`src/rtl/fifo_sync_flags_pkg.sv`:
```
// Shared types and helpers for the synchronous FIFO family.
// Read-mode selection and count-width sizing live here so every user agrees on them.
package fifo_pkg;

  typedef enum logic {
    FIFO_STD  = 1'b0,
    FIFO_FWFT = 1'b1
  } fifo_mode_e;

  // Occupancy must represent 0..depth inclusive, hence one bit beyond the pointer width.
  function automatic int count_width(input int depth);
    return $clog2(depth) + 1;
  endfunction

endpackage

```
`src/rtl/fifo_sync_flags_mem.sv`:
```
// Flop-array storage for the FIFO: synchronous write port, asynchronous read port.
// Contents are deliberately not reset; pointer state alone defines what is valid.
module fifo_mem #(
  parameter int DATA_WIDTH = 8,
  parameter int ADDR_WIDTH = 4
) (
  input  logic                  i_Clk,
  input  logic                  i_Wr_En,
  input  logic [ADDR_WIDTH-1:0] i_Wr_Addr,
  input  logic [DATA_WIDTH-1:0] i_Wr_Data,
  input  logic [ADDR_WIDTH-1:0] i_Rd_Addr,
  output logic [DATA_WIDTH-1:0] o_Rd_Data
);

  localparam int DEPTH = 2 ** ADDR_WIDTH;

  logic [DATA_WIDTH-1:0] r_Mem [DEPTH];

  always_ff @(posedge i_Clk) begin
    if (i_Wr_En) begin
      r_Mem[i_Wr_Addr] <= i_Wr_Data;
    end
  end

  assign o_Rd_Data = r_Mem[i_Rd_Addr];

endmodule

```
`src/rtl/fifo_sync_flags.sv`:
```
// Single-clock FIFO with occupancy count, programmable almost flags and error pulses.
// Read mode is fixed at build time: registered read (standard) or first-word-fall-through.
module fifo_sync_flags
  import fifo_pkg::*;
#(
  parameter int DATA_WIDTH = 8,
  parameter int ADDR_WIDTH = 4,
  parameter int AF_THRESH  = (2 ** ADDR_WIDTH) - 1,
  parameter int AE_THRESH  = 1,
  parameter int FWFT       = 0
) (
  input  logic                  i_Clk,
  input  logic                  i_Reset_n,
  input  logic [DATA_WIDTH-1:0] i_Wr_Data,
  input  logic                  i_Wr_En,
  input  logic                  i_Rd_En,
  output logic [DATA_WIDTH-1:0] o_Rd_Data,
  output logic                  o_Data_Valid,
  output logic                  o_Full,
  output logic                  o_Empty,
  output logic                  o_Almost_Full,
  output logic                  o_Almost_Empty,
  output logic [ADDR_WIDTH:0]   o_Count,
  output logic                  o_Overflow,
  output logic                  o_Underflow
);

  localparam int         DEPTH = 2 ** ADDR_WIDTH;
  localparam int         CW    = count_width(DEPTH);
  localparam fifo_mode_e MODE  = (FWFT != 0) ? FIFO_FWFT : FIFO_STD;

  localparam logic [CW-1:0] FULL_CNT = CW'(DEPTH);
  localparam logic [CW-1:0] AF_CNT   = CW'(AF_THRESH);
  localparam logic [CW-1:0] AE_CNT   = CW'(AE_THRESH);

  logic [ADDR_WIDTH-1:0] r_Wr_Ptr;
  logic [ADDR_WIDTH-1:0] r_Rd_Ptr;
  logic [CW-1:0]         r_Count;
  logic                  r_Overflow;
  logic                  r_Underflow;

  logic                  w_Full;
  logic                  w_Empty;
  logic                  w_Wr_Ok;
  logic                  w_Rd_Ok;
  logic [DATA_WIDTH-1:0] w_Mem_Rd_Data;

  assign w_Full  = (r_Count == FULL_CNT);
  assign w_Empty = (r_Count == '0);

  // Acceptance looks only at registered state, so a same-cycle read never frees room for a write.
  assign w_Wr_Ok = i_Wr_En & ~w_Full;
  assign w_Rd_Ok = i_Rd_En & ~w_Empty;

  always_ff @(posedge i_Clk or negedge i_Reset_n) begin
    if (!i_Reset_n) begin
      r_Wr_Ptr    <= '0;
      r_Rd_Ptr    <= '0;
      r_Count     <= '0;
      r_Overflow  <= 1'b0;
      r_Underflow <= 1'b0;
    end else begin
      if (w_Wr_Ok) begin
        r_Wr_Ptr <= r_Wr_Ptr + 1'b1;
      end
      if (w_Rd_Ok) begin
        r_Rd_Ptr <= r_Rd_Ptr + 1'b1;
      end
      case ({w_Wr_Ok, w_Rd_Ok})
        2'b10:   r_Count <= r_Count + CW'(1);
        2'b01:   r_Count <= r_Count - CW'(1);
        default: r_Count <= r_Count;
      endcase
      r_Overflow  <= i_Wr_En & w_Full;
      r_Underflow <= i_Rd_En & w_Empty;
    end
  end

  fifo_mem #(
    .DATA_WIDTH (DATA_WIDTH),
    .ADDR_WIDTH (ADDR_WIDTH)
  ) u_mem (
    .i_Clk     (i_Clk),
    .i_Wr_En   (w_Wr_Ok),
    .i_Wr_Addr (r_Wr_Ptr),
    .i_Wr_Data (i_Wr_Data),
    .i_Rd_Addr (r_Rd_Ptr),
    .o_Rd_Data (w_Mem_Rd_Data)
  );

  generate
    if (MODE == FIFO_STD) begin : g_std
      logic [DATA_WIDTH-1:0] r_Rd_Data;
      logic                  r_Data_Valid;

      // Output word holds its last value between reads; only the valid strobe drops.
      always_ff @(posedge i_Clk or negedge i_Reset_n) begin
        if (!i_Reset_n) begin
          r_Rd_Data    <= '0;
          r_Data_Valid <= 1'b0;
        end else begin
          r_Data_Valid <= w_Rd_Ok;
          if (w_Rd_Ok) begin
            r_Rd_Data <= w_Mem_Rd_Data;
          end
        end
      end

      assign o_Rd_Data    = r_Rd_Data;
      assign o_Data_Valid = r_Data_Valid;
    end else begin : g_fwft
      assign o_Rd_Data    = w_Mem_Rd_Data;
      assign o_Data_Valid = ~w_Empty;
    end
  endgenerate

  assign o_Full         = w_Full;
  assign o_Empty        = w_Empty;
  assign o_Almost_Full  = (r_Count >= AF_CNT);
  assign o_Almost_Empty = (r_Count <= AE_CNT);
  assign o_Count        = r_Count;
  assign o_Overflow     = r_Overflow;
  assign o_Underflow    = r_Underflow;

endmodule

```
`config.mk`:
```
export PLATFORM = sky130hd
export DESIGN_NAME = fifo_sync_flags
export DESIGN_NICKNAME = d
export VERILOG_FILES = /design/src/rtl/fifo_sync_flags_pkg.sv /design/src/rtl/fifo_sync_flags_mem.sv /design/src/rtl/fifo_sync_flags.sv
export SDC_FILE = /design/constraint.sdc
export NUM_CORES = 1
export LEC_CHECK = 0
export BUFFER_PORTS_ARGS = -buffer_cell sky130_fd_sc_hd__buf_2
export CAP_MARGIN = 20
export CORE_ASPECT_RATIO = 0.9
export CORE_MARGIN = 5
export CORE_UTILIZATION = 54
export CTS_CLUSTER_SIZE = 20
export DETAILED_ROUTE_END_ITERATION = 10
export HOLD_SLACK_MARGIN = 0.03
export PLACE_DENSITY = 0.72
export SLEW_MARGIN = 20
export SYNTH_ARGS = -nofsm -noshare
export SYNTH_HDL_FRONTEND = slang
export SYNTH_SLANG_ARGS = --single-unit
```
`constraint.sdc`:
```
create_clock -name i_Clk -period 3.2 [get_ports i_Clk]
set_input_delay 0.16 -clock i_Clk [delete_from_list [all_inputs] [get_ports i_Clk]]
set_output_delay 0.16 -clock i_Clk [all_outputs]
set_load 0.03 [all_outputs]
```
==> summary.txt, run 1 <==
Global routing
  – Largest net degree at the start of global routing: 33
  – Congestion Overflow GR: 0
  – First-pass GRT wire length: 18,900 µm
  – Initial antenna violation count: 0
  – Vias in the first global route: 3,340
  – Tot GR Track Use: 0.189

Floorplan
  – # rows: 37
  – Chip height: 112 µm
  – Initial core utilization: 0.550
  – Top Ports: 32
  – Core region area: 11,400 µm²
  – Die Wd: 124 µm
  – Die area: 13,900 µm²

Logic synthesis
  – Gate Count Post-Synth: 334
  – Unique cell type count in the Yosys netlist: 39
  – Register area share after synthesis: 0.707
  – Post-synth EDFFs: 128
  – Synth area leader: edfxtp_1
  – Syn Std Cell Area: 6290 µm²
  – Synth top area cells: edfxtp_1 (61%), dfrtp_1 (9.5%), mux4_1 (9.2%)
  – Syn Nets: 357
  – Yosys top cell area share: 0.611
  – FFs w/ async S/R, synth: 0.158
  – Post-synth top flop: edfxtp_1
  – Mean Syn Cell Area: 18.8 µm²
  – Seq cells post-synth: 152
  – Yosys Warn Count: 0

Setup path
  – Worst Path Required: 3260 ps
  – Worst path cell trace: inv_1, ha_1, nor4bb_4, nor2b_1, buf_4, inv_4, nor3b_2, and2_1
  – Critical Path Source Type: flip-flop
  – Critical Path AT: 2500 ps
  – Reg2reg setup slack: 770 ps
  – Worst R2R End: u_mem.r_Mem[9][7]
  – Crit-path max FO: 8
  – Setup crit end kind: flip-flop
  – Crit Reg-Reg Startpoint: o_Count[0]
  – Critical path type: reg2reg
  – Slowest stage delay, CP: 470 ps
  – Number of buffers and inverters on the critical path: 3
  – Slowest-stage cell, CP: dfrtp_1
  – R2R cell count: 8
  – CP delay by family, top: simple AND/OR/NAND/NOR gates

Routing
  – DR DRC count: 0
  – WL per Instance: 21.6 µm
  – Via-to-Cell Ratio: 5.63
  – DRT Pass-1 Iters: 6
  – Post-route ant nets: 0
  – Final WL: 12,200 µm
  – Via Count: 3,177
  – DRT iter0 DRCs: 381

STA
  – Worst-Margin Slew: 798 ps
  – Worst Setup Slack, final: 765 ps
  – Max Clock Freq: 411 MHz
  – Tightest hold margin: 135 ps
  – Slew HR: 0.468
  – Skew final: 17.4 ps
  – Total negative slack: 0 ps
  – Final hold violations: 0
  – Final Max Slew Viols: 0
  – # setup viols final: 0
  – Fin crit period: 2430 ps
  – Period utilization: 0.761
  – RSZ-0062 raised after global routing: false

Clock tree
  – Max Root-Sink Buffers: 2
  – Worst-skew pair later-pin latency: 420 ps
  – CTS Hold Bufs: 3
  – TritonCTS Buffers: 17
  – Post-CTS Setup Inserts: 0
  – Htree depth: 4
  – Clock transition at path regs: 70 ps
  – Clk sink count: 152
  – Root Driver: clkbuf_16
  – CTS tree: yes
  – Cts repair resizes: 0

Min path
  – Worst hold path type: in2reg
  – Min-Delay Path Depth: 1
  – Hold Path End: u_mem.r_Mem[6][2]
  – Hold_sp: i_Wr_Data[2]

Power and ir drop
  – Final Power: 6.51 mW
  – Switching Fraction: 0.332
  – Switching Power: 2.16 mW
  – Leak: 2.71 nW
  – P_int: 4.35 mW
  – P per Cell Area: 893 nW/µm²
  – Sequential share of power: 0.422
  – VDD IR max: 668 µV
  – Logic pwr share: 0.296
  – Clock power share: 0.283

Placement
  – Dpl cells: 529
  – HPWL after DPL: 8090 µm
  – Port Buffers: 31
  – RePlAce Congestion: 0.837
  – Placed cell areas: 6710 µm²
  – Pre-CTS WS: 774 ps

Final layout
  – Diode count: 0
  – Fin cells: 564
  – Final net count: 418
  – Filler instances: 797
  – Most frequent cells in the layout: edfxtp_1 (128), buf_2 (31), buf_4 (25), dfrtp_1 (24), mux2i_1 (23)
  – Layout Utilization: 0.638
  – Synthesis-to-finish area growth: 16.0%
  – Layout cell share with drive strength beyond 1: 0.248
  – Most common cell after layout, fill and taps aside: edfxtp_1
  – Design Area, Final: 7290 µm²

Run status
  – Status: finished, final reports clean

Job
  – Max cap viols: 0
layer usage:
| layer | track usage | share of wire | up-vias | wire length [µm] |
|---|---|---|---|---|
| li1 | - | - | 1460 | - |
| met1 | 0.266 | 0.43 | 1626 | 5260 |
| met2 | 0.291 | 0.50 | 85 | 6140 |
| met3 | 0.0559 | 0.063 | 6 | 766 |
| met4 | 0.0531 | 0.0038 | 0 | 46 |
| met5 | 0 | 0 | - | 0 |
state kept, by name (all words and copies together) (netlist names):
name          cells
o_Count           5
o_Data_Valid      1
o_Overflow        1
o_Rd_Data         8
o_Underflow       1
r_Rd_Ptr          4
r_Wr_Ptr          4
u_mem.r_Mem     128
cell type report:
class,count,area [µm²],share of cell area
sequential,152,4440,0.609
tap,156,195,0.0268
multi-input combinational,154,1680,0.230
timing repair buffer,59,373,0.0511
inverter,11,46.3,0.00635
clock inverter,11,86.3,0.0118
clock buffer,21,470,0.0645
power by group through the flow:
stage          sequential [mW]  clock (mW)  combinational [mW]
5_1_grt                   2.79        1.97                2.08
3_3_place_gp              2.77           0                1.88
3_5_place_dp              2.78           0                1.93
2_1_floorplan             2.79           0                1.37
4_1_cts                   2.75        1.87                1.95
6_report                  2.75        1.84                1.93
cell families (layout without fill, tap and decap cells):
family	Yosys count	count (layout)	synth area share
and+or+nand+nor	63	63	0.0561
AOI/OAI and AO/OA	19	19	0.0221
muxes	51	51	0.150
buffers and inverters	28	102	0.0294
adders and majority gates	11	11	0.0219
DFF	152	152	0.707
xor gates and xnor gates	10	10	0.0139
cell usage after synthesis, drive strengths merged (7+ instances only):
cell    count
and2        7
buf        13
dfrtp      24
edfxtp    128
ha         11
inv        11
mux2i      23
mux4       28
nand2      20
nor2       10
o221ai      7
xnor2       8
worst max-delay path by stage:
stage | cells after the start | end | start | slack [ps]
finish | 8 | u_mem.r_Mem[9][7] | o_Count[0] | 770
global route | 8 | u_mem.r_Mem[9][6] | o_Count[0] | 550
CTS | 8 | u_mem.r_Mem[9][6] | o_Count[0] | 750
detailed placement | 8 | u_mem.r_Mem[9][7] | o_Count[0] | 770
global placement | 8 | u_mem.r_Mem[9][7] | o_Count[0] | 860
floorplan | 7 | u_mem.r_Mem[3][0] | o_Count[0] | 490
Power figures use the tool's default switching activity.
==> run 2, diff against run 1 <==
- clock period: 3.2 -> 2.3 ns (I/O delays scaled with it)
==> summary.txt, run 2 (synthesized netlist as in run 1, its figures left out) <==
STA
  – Worst-Margin Slew: 598 ps
  – # setup viols final: 0
  – Slew HR: 0.601
  – Max Clock Freq: 461 MHz
  – Tightest hold margin: 95.9 ps
  – Skew final: 14.2 ps
  – RSZ-0062 raised after global routing: false
  – Final hold violations: 0
  – Final Max Slew Viols: 0
  – Period utilization: 0.944
  – Fin crit period: 2170 ps

Clock tree
  – Htree depth: 4
  – TritonCTS Buffers: 17
  – Max Root-Sink Buffers: 2
  – CTS tree: yes
  – Worst-skew pair later-pin latency: 420 ps
  – Clock transition at path regs: 60 ps
  – Clk sink count: 152
  – Root Driver: clkbuf_16

Global routing
  – Congestion Overflow GR: 0
  – Tot GR Track Use: 0.192
  – Vias in the first global route: 3,309
  – First-pass GRT wire length: 19,100 µm
  – Initial antenna violation count: 0
  – Largest net degree at the start of global routing: 33

Setup path
  – Number of buffers and inverters on the critical path: 2
  – Critical Path AT: 2250 ps
  – Worst path cell trace: inv_2, ha_4, nor4bb_4, nor2b_1, inv_4, nor3b_2, and2_1
  – CP delay by family, top: simple AND/OR/NAND/NOR gates
  – Slowest stage delay, CP: 420 ps
  – Critical path type: reg2reg
  – Worst Path Required: 2380 ps
  – Slowest-stage cell, CP: dfrtp_2
  – Critical Path Source Type: flip-flop
  – Setup crit end kind: flip-flop
  – Crit-path max FO: 8

Floorplan
  – Die Wd: 124 µm
  – Top Ports: 32
  – Chip height: 112 µm
  – # rows: 37
  – Core region area: 11,400 µm²
  – Initial core utilization: 0.550
  – Die area: 13,900 µm²

Final layout
  – Most frequent cells in the layout: edfxtp_1 (128), buf_2 (31), mux2i_1 (23), mux4_1 (22), dfrtp_1 (21)
  – Biggest register: u_mem.r_Mem
  – Largest register FFs: 128
  – Synthesis-to-finish area growth: 16.7%
  – Layout cell share with drive strength beyond 1: 0.263
  – Final net count: 413
  – Diode count: 0
  – Fin cells: 559
  – Design Area, Final: 7340 µm²
  – Most common cell after layout, fill and taps aside: edfxtp_1

Run status
  – Status: finished, final reports clean

Routing
  – Via-to-Cell Ratio: 5.70
  – Final WL: 12,200 µm
  – Via Count: 3,187
  – WL per Instance: 21.7 µm
  – DRT iter0 DRCs: 262
  – Post-route ant nets: 0
  – DR DRC count: 0
  – DRT Pass-1 Iters: 5

Power and ir drop
  – P per Cell Area: 1250 nW/µm²
  – Leak: 2.71 nW
  – Sequential share of power: 0.402
  – Switching Power: 2.93 mW
  – VDD IR max: 742 µV
  – Logic pwr share: 0.315
  – Switching Fraction: 0.319
  – Clock power share: 0.282
  – P_int: 6.26 mW

Placement
  – Dpl cells: 524
  – Placed cell areas: 6740 µm²
  – Port Buffers: 31
  – HPWL after DPL: 7880 µm
  – RePlAce Congestion: 0.808

Job
  – Max cap viols: 0

Min path
  – Worst hold path type: in2reg
## run 2: changes by cell type in the layout (fill, tap and decap cells not counted), sizes merged
cell      before  now
buf           56   51
bufinv         0    1
clkbuf        21   23
clkinv         5    8
clkinvlp       1    0
inv           16   11
## run 2: repair_timing
action | CTS | global route
resized for setup | 0 | 3
setup endpoints to repair | 0 | 24
hold endpoints to repair | 26 | 0
buffers inserted | 0 | 0
hold buffers | 3 | 0
## run 2: layout make-up
cell class	count	area [µm²]
clock buffers	23	488
repair buffers	54	373
fillers	806	4100
clock inverters	9	72.6
inverters	11	46.3
multi-input cells	154	1710
well taps	156	195
flip-flops and latches	152	4450
## run 2: power by group through the flow
| stage | clock, mW | sequential, mW | combinational (mW) |
|---|---|---|---|
| 2_1_floorplan | 0 | 3.89 | 1.96 |
| 3_3_place_gp | 0 | 3.73 | 2.85 |
| 3_5_place_dp | 0 | 3.75 | 2.91 |
| 4_1_cts | 2.63 | 3.70 | 2.93 |
| 5_1_grt | 2.77 | 3.74 | 3.14 |
| 6_report | 2.59 | 3.69 | 2.90 |
## run 2: per-stage QoR
stage          utilization  power [mW]  setup WS [ps]  TNS, ps
3_3_place_gp         0.590        6.58            138        0
2_1_floorplan            -        5.85          -30.3     -970
5_1_grt              0.642        9.66           19.4        0
4_1_cts              0.641        9.26           68.6        0
6_report             0.642        9.18            129        0
3_5_place_dp         0.590        6.66           97.5        0
## run 2: routing by layer
metal / track usage / part of all wire / up-vias
met5: 0 / 0 / -
met4: 0.0694 / 0.011 / 0
met3: 0.0559 / 0.063 / 14
met2: 0.298 / 0.50 / 94
met1: 0.259 / 0.42 / 1638
li1: - / - / 1441
## run 2: worst paths after layout
path / start / endpoint / slack (ps) / cells past startpoint
worst min-delay path: i_Wr_Data[6] / u_mem.r_Mem[0][6] / 100 / 1
max in group asynchronous: i_Reset_n / o_Count[0] / 1630 / 2
min in group asynchronous: i_Reset_n / o_Count[1] / 240 / 2
worst max register to register: o_Count[1] / u_mem.r_Mem[10][5] / 130 / 7
worst min register to register: o_Rd_Data[6] / o_Rd_Data[6] / 480 / 2
worst max-delay path: o_Count[1] / u_mem.r_Mem[10][5] / 130 / 7
## run 2: worst reg2reg max path, delay by kind of cell (launching register included)
kind / cells / cell delay [ps]
buffers and inverters: 2 / 180
adders and majority gates: 1 / 160
DFF: 1 / 420
and+or+nand+nor: 4 / 1060
==> run 3, diff against run 2 <==
- PLACE_DENSITY: 0.72 -> not set
- PLACE_DENSITY_LB_ADDON: not set -> 0.05
- SKIP_CTS_REPAIR_TIMING: not set -> 1
==> summary.txt, run 3 (synthesized netlist as in run 1, its figures left out) <==
Placement
  – RePlAce Congestion: 0.795
  – HPWL after DPL: 8450 µm
  – Pre-CTS WS: 57.4 ps
  – Port Buffers: 31

Clock tree
  – Root Driver: clkbuf_16
  – Clock transition at path regs: 60 ps
  – TritonCTS Buffers: 17
  – Htree depth: 4
  – Max Root-Sink Buffers: 2
  – CTS tree: yes
  – Worst-skew pair later-pin latency: 420 ps
  – Clk sink count: 152

Routing
  – DRT Pass-1 Iters: 4
  – Via Count: 3,223
  – WL per Instance: 22.4 µm
  – DR DRC count: 0
  – Post-route ant nets: 0
  – Via-to-Cell Ratio: 5.66
  – DRT iter0 DRCs: 283
  – Final WL: 12,800 µm

STA
  – Final hold violations: 0
  – RSZ-0062 raised after global routing: false
  – Period utilization: 0.922
  – Slew HR: 0.546
  – Fin crit period: 2120 ps
  – # setup viols final: 0
  – Final Max Slew Viols: 0
  – Max Clock Freq: 472 MHz
  – Skew final: 5.71 ps
  – Worst Setup Slack, final: 180 ps
  – Worst-Margin Slew: 681 ps
  – Tightest hold margin: 87.6 ps

Global routing
  – Tot GR Track Use: 0.205
  – Congestion Overflow GR: 0
  – Largest net degree at the start of global routing: 33
  – Vias in the first global route: 3,349
  – First-pass GRT wire length: 20,100 µm
  – Initial antenna violation count: 0

Power and ir drop
  – P_int: 6.85 mW
  – Switching Power: 2.98 mW
  – VDD IR max: 650 µV
  – P per Cell Area: 1310 nW/µm²
  – Sequential share of power: 0.373
  – Clock power share: 0.324
  – Logic pwr share: 0.303
  – Switching Fraction: 0.303
  – Leak: 2.81 nW

Setup path
  – Worst Path Required: 2430 ps
  – R2R cell count: 8
  – Reg2reg setup slack: 180 ps
  – Crit Reg-Reg Startpoint: o_Count[1]
  – Worst R2R End: u_mem.r_Mem[4][2]
  – Critical Path Source Type: flip-flop
  – Crit-path max FO: 7
  – Critical path type: reg2reg
  – CP Launch Point: o_Count[1]
  – Worst Setup EP: u_mem.r_Mem[4][2]
  – Setup crit end kind: flip-flop
  – Critical Path AT: 2260 ps

Floorplan
  – Core region area: 11,400 µm²
  – Top Ports: 32
  – # rows: 37
  – Die area: 13,900 µm²
  – Die Wd: 124 µm
  – Chip height: 112 µm
  – Initial core utilization: 0.550

Final layout
  – Diode count: 0
  – Largest register FFs: 128
  – Most frequent cells in the layout: edfxtp_1 (128), buf_2 (31), buf_4 (29), mux2i_1 (23), mux4_1 (22)
  – Synthesis-to-finish area growth: 19.5%
  – Final net count: 423
  – Filler instances: 811
  – Layout cell share with drive strength beyond 1: 0.281
  – Biggest register: u_mem.r_Mem
  – Layout Utilization: 0.658
  – Most common cell after layout, fill and taps aside: edfxtp_1

Job
  – Max cap viols: 0

Run status
  – Status: finished, final reports clean

Min path
  – Worst hold path type: in2reg
run 3: changes by cell type in the layout (fill, tap and decap cells not counted):
cell / change
nor2b_1: -1
clkbuf_8: +1
buf_4: +12
buf_12: -2
clkinv_4: -1
bufinv_16: +5
clkinv_1: -1
clkinv_2: -4
and2_1: +2
and2_2: -2
nor2b_2: +1
run 3: layer usage:
metal	share of wire	GRT usage
met1	0.47	0.293
met2	0.47	0.299
met3	0.043	0.0630
met4	0.016	0.0745
met5	0	0
run 3: layout make-up:
type | instances | area (µm²) | share of cell area
timing repair buffer | 64 | 423 | 0.0562
clock buffer | 24 | 502 | 0.0667
clock inverter | 8 | 190 | 0.0253
sequential | 152 | 4450 | 0.592
multi-input combinational | 154 | 1710 | 0.228
tap | 156 | 195 | 0.0260
inverter | 11 | 46.3 | 0.00616
run 3: worst min path at each step:
stage,start,endpoint,slack (ps),cells past startpoint
global route,i_Wr_Data[6],u_mem.r_Mem[15][6],80,1
global placement,i_Reset_n,o_Count[3],170,1
detailed placement,i_Reset_n,o_Count[3],180,1
floorplan,i_Reset_n,o_Count[0],-180,0
CTS,i_Reset_n,o_Count[3],-270,1
finish,i_Wr_Data[7],u_mem.r_Mem[5][7],90,1
run 3: power by group through the flow:
stage                     clock, mW  combinational, mW  sequential, mW
final                          3.18               2.98            3.66
after global routing           3.37               3.24            3.71
after CTS                      3.24               3.00            3.67
after detailed placement          0               2.99            3.72
after global placement            0               2.96            3.70
after floorplan                   0               1.96            3.89
run 3: metrics by stage:
stage / setup TNS, ps / power [mW] / std cells / cell area, µm²
after floorplan: -970 / 5.85 / 334 / 6360
after global placement: 0 / 6.66 / 534 / 6790
after detailed placement: 0 / 6.70 / 534 / 6790
after CTS: 0 / 9.91 / 566 / 7480
after global routing: 0 / 10.3 / 569 / 7520
final: 0 / 9.83 / 569 / 7520
run 3: worst max-delay path: stages (launching register included):
cell	delay, ps
dfrtp_2	430
inv_2	80
ha_4	170
nor4bb_4	150
nor2b_2	220
buf_4	200
nand2_1	110
nor3_1	270
buf_4	210
